$ cat config.mk
export PLATFORM = sky130hd
export DESIGN_NAME = fifo_rd_stream_flat
export DESIGN_NICKNAME = d
export VERILOG_FILES = /design/src/rtl/fifo_pkg.sv /design/src/rtl/fifo_rd_stream_if.sv /design/src/rtl/fifo_skid_buf.sv /design/src/rtl/fifo_rd_stream.sv /design/src/flat_wrapper.sv
export SDC_FILE = /design/constraint.sdc
export NUM_CORES = 1
export LEC_CHECK = 0
export CORE_ASPECT_RATIO = 0.6
export CORE_MARGIN = 1
export CORE_UTILIZATION = 54
export CTS_CLUSTER_DIAMETER = 80
export DETAILED_ROUTE_END_ITERATION = 12
export PLACE_DENSITY = 0.85
export SLEW_MARGIN = 20
export SYNTH_ARGS = -nofsm -noshare
export SYNTH_HDL_FRONTEND = slang
export SYNTH_HIERARCHICAL = 1
export SYNTH_SLANG_ARGS = --single-unit
$ cat constraint.sdc
create_clock -name rd_clk -period 5.7 [get_ports rd_clk]
set_input_delay 1.71 -clock rd_clk [delete_from_list [all_inputs] [get_ports rd_clk]]
set_output_delay 1.71 -clock rd_clk [all_outputs]
set_load 0.005 [all_outputs]
$ cat src/rtl/fifo_pkg.sv
// Shared constants and types for the async-FIFO read-side stream logic.
package fifo_pkg;

  localparam int FIFO_DATA_WIDTH = 8;
  localparam int FIFO_CNT_WIDTH  = 16;

  typedef logic [FIFO_DATA_WIDTH-1:0] fifo_word_t;

  // Encoding doubles as the buffer occupancy (0..2).
  typedef enum logic [1:0] {
    BUF_EMPTY = 2'd0,
    BUF_ONE   = 2'd1,
    BUF_FULL  = 2'd2
  } buf_state_e;

endpackage

$ cat src/rtl/fifo_rd_stream_if.sv
// FIFO read port plus outgoing valid/ready stream, bundled for fifo_rd_stream.
interface fifo_rd_stream_if
  import fifo_pkg::*;
#(
  parameter int DATA_WIDTH = FIFO_DATA_WIDTH
);

  logic                  rd_en;
  logic                  empty;
  logic [DATA_WIDTH-1:0] read_data;
  logic [DATA_WIDTH-1:0] out_data;
  logic                  out_valid;
  logic                  out_ready;

  modport master (
    output rd_en,
    input  empty,
    input  read_data,
    output out_data,
    output out_valid,
    input  out_ready
  );

  modport slave (
    input  rd_en,
    output empty,
    output read_data,
    input  out_data,
    input  out_valid,
    output out_ready
  );

endinterface

$ cat src/rtl/fifo_skid_buf.sv
// Two-entry head/skid output buffer; the head register drives the stream directly.
module fifo_skid_buf
  import fifo_pkg::*;
#(
  parameter int DATA_WIDTH = FIFO_DATA_WIDTH
) (
  input  logic                  rd_clk,
  input  logic                  rst,
  input  logic                  in_valid,
  input  logic [DATA_WIDTH-1:0] in_data,
  input  logic                  out_ready,
  output logic [DATA_WIDTH-1:0] out_data,
  output logic                  out_valid,
  output logic [1:0]            count
);

  buf_state_e            state;
  logic [DATA_WIDTH-1:0] skid_data;
  logic                  xfer;

  assign xfer  = out_valid & out_ready;
  assign count = state;

  // NOTE: non-blocking assignments so every register samples pre-edge values; head and skid
  // can swap in one edge without ordering hazards.
  always_ff @(posedge rd_clk) begin
    if (rst) begin
      state     <= BUF_EMPTY;
      out_data  <= '0;
      out_valid <= 1'b0;
      skid_data <= '0;
    end else begin
      unique case (state)
        BUF_EMPTY: begin
          if (in_valid) begin
            out_data  <= in_data;
            out_valid <= 1'b1;
            state     <= BUF_ONE;
          end
        end
        BUF_ONE: begin
          unique case ({in_valid, xfer})
            2'b01: begin
              out_valid <= 1'b0;
              state     <= BUF_EMPTY;
            end
            2'b10: begin
              skid_data <= in_data;
              state     <= BUF_FULL;
            end
            2'b11:   out_data <= in_data;  // arriving word bypasses the skid
            default: ;
          endcase
        end
        BUF_FULL: begin
          if (xfer) begin
            out_data <= skid_data;
            if (in_valid) skid_data <= in_data;
            else          state     <= BUF_ONE;
          end
        end
        default: begin
          out_valid <= 1'b0;
          state     <= BUF_EMPTY;
        end
      endcase
    end
  end

endmodule

$ cat src/rtl/fifo_rd_stream.sv
// Read-domain FIFO consumer: pops against empty, absorbs the 1-cycle read latency,
// and presents words on a registered valid/ready stream with a delivered-word counter.
module fifo_rd_stream
  import fifo_pkg::*;
#(
  parameter int DATA_WIDTH = FIFO_DATA_WIDTH,
  parameter int CNT_WIDTH  = FIFO_CNT_WIDTH
) (
  input  logic                 rd_clk,
  input  logic                 rst,
  input  logic                 enable,
  fifo_rd_stream_if.master     bus,
  output logic [CNT_WIDTH-1:0] word_count,
  output logic                 busy
);

  logic [1:0]            count;
  logic                  inflight;
  logic                  xfer;
  logic                  pop;
  logic [2:0]            pending;
  logic [DATA_WIDTH-1:0] head_data;
  logic                  head_valid;

  assign xfer = head_valid & bus.out_ready;

  // Occupancy once this cycle settles; xfer implies count >= 1, so no underflow.
  assign pending = {1'b0, count} + {2'b00, inflight} - {2'b00, xfer};
  assign pop     = ~rst & enable & ~bus.empty & (pending < 3'd2);

  assign bus.rd_en     = pop;
  assign bus.out_data  = head_data;
  assign bus.out_valid = head_valid;
  assign busy          = inflight | head_valid;

  always_ff @(posedge rd_clk) begin
    if (rst) begin
      inflight   <= 1'b0;
      word_count <= '0;
    end else begin
      inflight <= pop;
      if (xfer) word_count <= word_count + CNT_WIDTH'(1);
    end
  end

  fifo_skid_buf #(
    .DATA_WIDTH (DATA_WIDTH)
  ) u_buf (
    .rd_clk    (rd_clk),
    .rst       (rst),
    .in_valid  (inflight),
    .in_data   (bus.read_data),
    .out_ready (bus.out_ready),
    .out_data  (head_data),
    .out_valid (head_valid),
    .count     (count)
  );

endmodule

$ cat src/flat_wrapper.sv
// flat-port wrapper written by rule: the top's interface ports become plain ports
module fifo_rd_stream_flat import fifo_pkg::*;
#(
  parameter int DATA_WIDTH = FIFO_DATA_WIDTH,
  parameter int CNT_WIDTH  = FIFO_CNT_WIDTH
)
  (rd_clk, rst, enable, word_count, busy, bus_rd_en, bus_empty, bus_read_data, bus_out_data, bus_out_valid, bus_out_ready);
  fifo_rd_stream_if #(.DATA_WIDTH(DATA_WIDTH)) bus_i ();
  input  logic rd_clk;
  input  logic rst;
  input  logic enable;
  output logic [CNT_WIDTH-1:0] word_count;
  output logic busy;
  output wire logic [$bits(bus_i.rd_en)-1:0] bus_rd_en;
  input wire logic [$bits(bus_i.empty)-1:0] bus_empty;
  input wire logic [$bits(bus_i.read_data)-1:0] bus_read_data;
  output wire logic [$bits(bus_i.out_data)-1:0] bus_out_data;
  output wire logic [$bits(bus_i.out_valid)-1:0] bus_out_valid;
  input wire logic [$bits(bus_i.out_ready)-1:0] bus_out_ready;
  assign bus_rd_en = bus_i.rd_en;
  assign bus_i.empty = bus_empty;
  assign bus_i.read_data = bus_read_data;
  assign bus_out_data = bus_i.out_data;
  assign bus_out_valid = bus_i.out_valid;
  assign bus_i.out_ready = bus_out_ready;
  fifo_rd_stream #(.DATA_WIDTH(DATA_WIDTH), .CNT_WIDTH(CNT_WIDTH)) u_core (.rd_clk(rd_clk), .rst(rst), .enable(enable), .bus(bus_i), .word_count(word_count), .busy(busy));
endmodule
# Word-level counts from Yosys, hierarchy flattened
# Cells that the tools add are included.
# totals
regBits,36
in_bits,13
out_inout_bits,27
elab_cells,53
# op_classes
add_sub_neg,3
n_lt_le_gt_ge,1
n_eq_ne,13
mux,15
bitwise_logic,8
reduce_logical,7
# ops
op,count
2-to-1 mux 8 bit,5
one-hot mux 8 bit (3 select lines),1
"adder 16 x 1 -> 16 bit, second input constant",1
one-hot mux 8 bit (2 select lines),1
AND reduction 4 bit,3
"inequality test 2 x 1 -> 1 bit, second input constant",4
"== test 2 bit, second input constant",3
2-to-1 mux 2 bit,3
"inequality test 2 bit, second input constant",3
one-hot mux 2 bit (3 select lines),1
AND 1 bit,4
"== test 2 x 1 -> 1 bit, second input constant",2
one-hot mux 2 bit (2 select lines),1
adder 2 x 1 -> 3 bit,1
"less-than comparator 3 x 2 -> 1 bit, second input constant",1
"inequality test 3 x 2 -> 1 bit, second input constant",1
NOT 1 bit,3
one-hot mux 1 bit (3 select lines),1
AND reduction 3 bit,1
nonzero test 3 bit,1
subtractor 3 x 1 -> 3 bit,1
zero test 2 bit,1
2-to-1 mux 1 bit,2
nonzero test 2 bit,1
bitwise OR 1 bit,1

# Logic depth before layout (Yosys ltp)
# logic_depth
ltp_word,4
depth_mapped,7

# Modules after synthesis
# The synthesis kept the hierarchy.
# modules_own_cells
mod,n_inst,cells_each,area_per_inst_um2,seq_area_each_um2
fifo_skid_buf,1,106,978.4,380.4
fifo_rd_stream,1,91,834.6,340.3

# Least setup slack after synthesis
# OpenSTA, ideal clock, no wires.
# synth_path
kind,in2out
start,input port bus_out_ready
end,output port bus_rd_en
t_arrival_ns,3.061
required_ns,3.990
setup_slack_ns,0.929
path_stages,7
path_cell_list,nand2_1 > inv_1 > ha_1 > nand2b_1 > fa_1 > nand2_1 > nor4_1
# synth_between
elab_chain_len,4
# synth_rtl
element,line_no,rtl
"start, declared",flat_wrapper.sv:19,input wire logic [$bits(bus_i.out_ready)-1:0] bus_out_ready;
AND 1 bit,fifo_rd_stream.sv:25,assign xfer = head_valid & bus.out_ready;
via u_core.xfer,fifo_rd_stream.sv:19,logic xfer;
subtractor 3 x 1 -> 3 bit,fifo_rd_stream.sv:28,"assign pending = {1'b0, count} + {2'b00, inflight} - {2'b00, xfer};"
less-than comparator 3 x 2 -> 1 bit,fifo_rd_stream.sv:29,assign pop = ~rst & enable & ~bus.empty & (pending < 3'd2);
AND 1 bit,fifo_rd_stream.sv:29,
"end, declared",flat_wrapper.sv:14,output wire logic [$bits(bus_i.rd_en)-1:0] bus_rd_en;
# The timed path passes the listed nets, and every way through them passes these cells.

# Final worst setup path
# Same ends and word-level chain as after synthesis.

==> flow_summary.ini <==
[timing]
maxSlewViolCount = 0
skew_ns = 0.00546
max_freq_mhz = 181
rsz0062_at_grt = false
relSlewSlack_pct = 48.2
finalCritPeriodShare_pct = 96.9
setup_violations = 0
min_period_ns = 5.52
hold_violations = 0
worst_pin_slew_ns = 0.776

[cells_and_area]
layout_commonest_cell = clkdlybuf4s50_1
drive_gt1_share_pct = 12.2
n_antenna_cell = 0
utilization_pct = 77.3
mostFrequentLayoutCells = 38 x clkdlybuf4s50_1, 36 x dfxtp_1, 25 x nand2_1
fillers = 201
final_nets = 252
syn2layout_area_growth_pct = 28.9
fin_cells = 279

[clock_tree]
cts_tree = done
cts_buffers = 5
cts-root-buf = clkbuf_8
path_clk_slew_ns = 0.08
ctsResizeCount = 2
htree_levels = 2
clkLatencyLatePin_ns = 0.28
cts_sinks = 36
post-cts-setup-buffers = 0
clock_path_buffers = 2
hold_buffers = 0

[setup_path]
worst_setup_path_start_kind = input port
worst-setup-path-type = in -> out
slowest_stage = fa_1
endpoint_kind = output port
cpMostUsedCell = nand2_1
cp_cell_sequence = clkdlybuf4s50_1 > nand2_1 > inv_1 > ha_1 > nand2b_1 > fa_1 > nand2_1 > nor4_2 > dlygate4sd2_1
slowest_delay_ns = 0.49
cp_max_fo = 2
r2r-start = u_core/u_buf/count[1]
timing.rr.end = u_core/u_buf/skid_data[4]
crit_arrival_ns = 3.81
cp.required_ns = 3.99
r2r_cells = 5
r2r_setup_slack_ns = 3.59
startpoint = bus_out_ready
endpoint = bus_rd_en

[die]
die_w_um = 76.8
start_util_pct = 60.0
die_h_um = 46.9
core-area_sq_um = 3020
row_count = 15
io_pins = 40
die-area_sq_um = 3600

[pwr]
p_leak_nw = 0.836
ir_drop_mv = 0.154
total_power_w = 0.000553
cellPowerDensity_nw_per_um2 = 237

[placement]
dp_hpwl_um = 2670
finalWeightedCongestion = 0.742
dpl.cell_count = 271
port-buffer-count = 39

[synth]
synthMuxAreaShare_pct = 4.42
synth.ff_latch_count = 36
synth.avg_cell_area_sq_um = 9.20
syn_area_sq_um = 1810
yosys.area_share.adder_pct = 2.48
synth_cell_types = 42
ys.warnings.count = 6
ys_seq_area_share_pct = 39.8
postSynthCellCount = 197
syn_nets = 213
synth_compound_area_share_pct = 13.0
synthXorXnorAreaFrac_pct = 5.80
synth_top_family_by_area = simple AND/OR/NAND/NOR gates
synth_simple_gate_area_share_pct = 30.3

[run]
drv_cap = 0

[global_route]
grtUsageTotal_pct = 22.7
gr-total-overflow = 0
grt_pass1_wl_um = 6090
grt_pass1_vias = 1314
antenna_found_initial = 0
grt_max_degree = 45

[status]
status = finished clean

[routing]
dr.pass1.iters = 4
drt-total-wl_um = 3910
wl_per_cell_um = 14.0
drt_iter0_drc = 104
route.detailed.drc = 0
via_count = 1508
postRouteAntennaNets = 0
vias_per_cell = 5.41

[hold_path]
hold_path.class = reg -> reg
==> how the worst min path moves through the flow <==
stage | cells past startpoint | endpoint | from
finish | 2 | u_core/u_buf/skid_data[6] | u_core/u_buf/skid_data[6]
detailed placement | 2 | u_core/u_buf/skid_data[2] | u_core/u_buf/skid_data[2]
CTS | 2 | u_core/u_buf/skid_data[6] | u_core/u_buf/skid_data[6]
global placement | 2 | u_core/u_buf/skid_data[0] | u_core/u_buf/skid_data[0]
floorplan | 2 | u_core/u_buf/skid_data[0] | u_core/u_buf/skid_data[0]
global route | 2 | u_core/u_buf/skid_data[7] | u_core/u_buf/skid_data[7]
==> synthesized netlist by cell type (all sizes together) <==
cell type / number / share of area [%]
nand3b: 2 / 0.83
or4: 1 / 0.41
o31ai: 1 / 0.41
o21ai: 4 / 1.1
o21bai: 1 / 0.41
nor2: 14 / 2.9
nand4: 6 / 2.9
inv: 3 / 0.62
and4: 3 / 1.6
a21oi: 9 / 3.1
xor2: 11 / 5.3
nor4: 2 / 0.69
dfxtp: 36 / 40
and2: 2 / 0.76
and3: 2 / 0.76
clkbuf: 6 / 1.2
or2: 2 / 0.69
a21boi: 1 / 0.41
xnor2: 1 / 0.48
or3: 3 / 1.0
nand2b: 20 / 6.9
a311oi: 8 / 6.6
buf: 5 / 2.3
mux2i: 8 / 4.4
nand3: 4 / 2.1
nor2b: 4 / 1.4
fa: 1 / 1.1
nand2: 25 / 5.2
ha: 2 / 1.4
nor3: 8 / 2.2
a2bb2oi: 2 / 0.97
==> layout make-up <==
type	instances	area (sq um)	area share [%]
multi-input combinational	147	1020	43.7
sequential	36	721	30.8
timing repair buffer	43	419	17.9
clock buffer	5	68.8	2.94
tap	42	52.6	2.25
clock inverter	3	42.5	1.82
inverter	3	11.3	0.482
==> report_power, final <==
part	switching, W	total [W]	internal, W
logic	0.0000283	0.0000648	0.0000364
clock network	0.0000937	0.000223	0.000129
registers	0.00000702	0.000265	0.000258
total	0.000129	0.000553	0.000424
==> layer usage <==
| layer | routed length, um | vias to the layer above | GRT usage [%] |
|---|---|---|---|
| met5 | 0 | - | 0 |
| met2 | 1800 | 45 | 37.1 |
| met4 | 13 | 0 | 10.4 |
| met3 | 232 | 2 | 6.21 |
| li1 | - | 756 | - |
| met1 | 1870 | 705 | 29.0 |
==> critical path, delay by kind of cell <==
kind / cells / cell delay (ns)
adder cells (fa/ha/maj): 2 / 0.72
AND/OR/NAND/NOR: 4 / 0.53
buffers and inverters: 3 / 0.84
==> cell families (layout without fill, tap and decap cells) <==
kind of cell / Yosys count / after routing
AND/OR/NAND/NOR: 98 / 98
flip-flops: 36 / 36
XOR/XNOR: 12 / 12
adder cells (fa/ha/maj): 3 / 3
multiplexers: 8 / 8
buffers and inverters: 14 / 54
AO/OA/AOI/OAI: 26 / 26
==> flip-flops by register name, indices dropped and copies added (netlist names) <==
| name | count |
|---|---|
| u_core/word_count | 16 |
| u_core/u_buf/out_data | 8 |
| u_core/u_buf/skid_data | 8 |
| u_core/u_buf/count | 2 |
| u_core/inflight | 1 |
| u_core/u_buf/out_valid | 1 |
==> per-stage QoR <==
stage                     cell area, sq um  setup TNS, ns  worst slack (ns)  hold WS, ns
after global routing                  2340              0            0.0842        0.498
after floorplan                       1810              0             0.929        0.449
after global placement                2220       -0.00295          -0.00295        0.459
after CTS                             2340              0             0.130        0.484
final                                 2340              0             0.179        0.481
after detailed placement              2220         -0.194            -0.194        0.472
(Power assumes the default switching activity.)
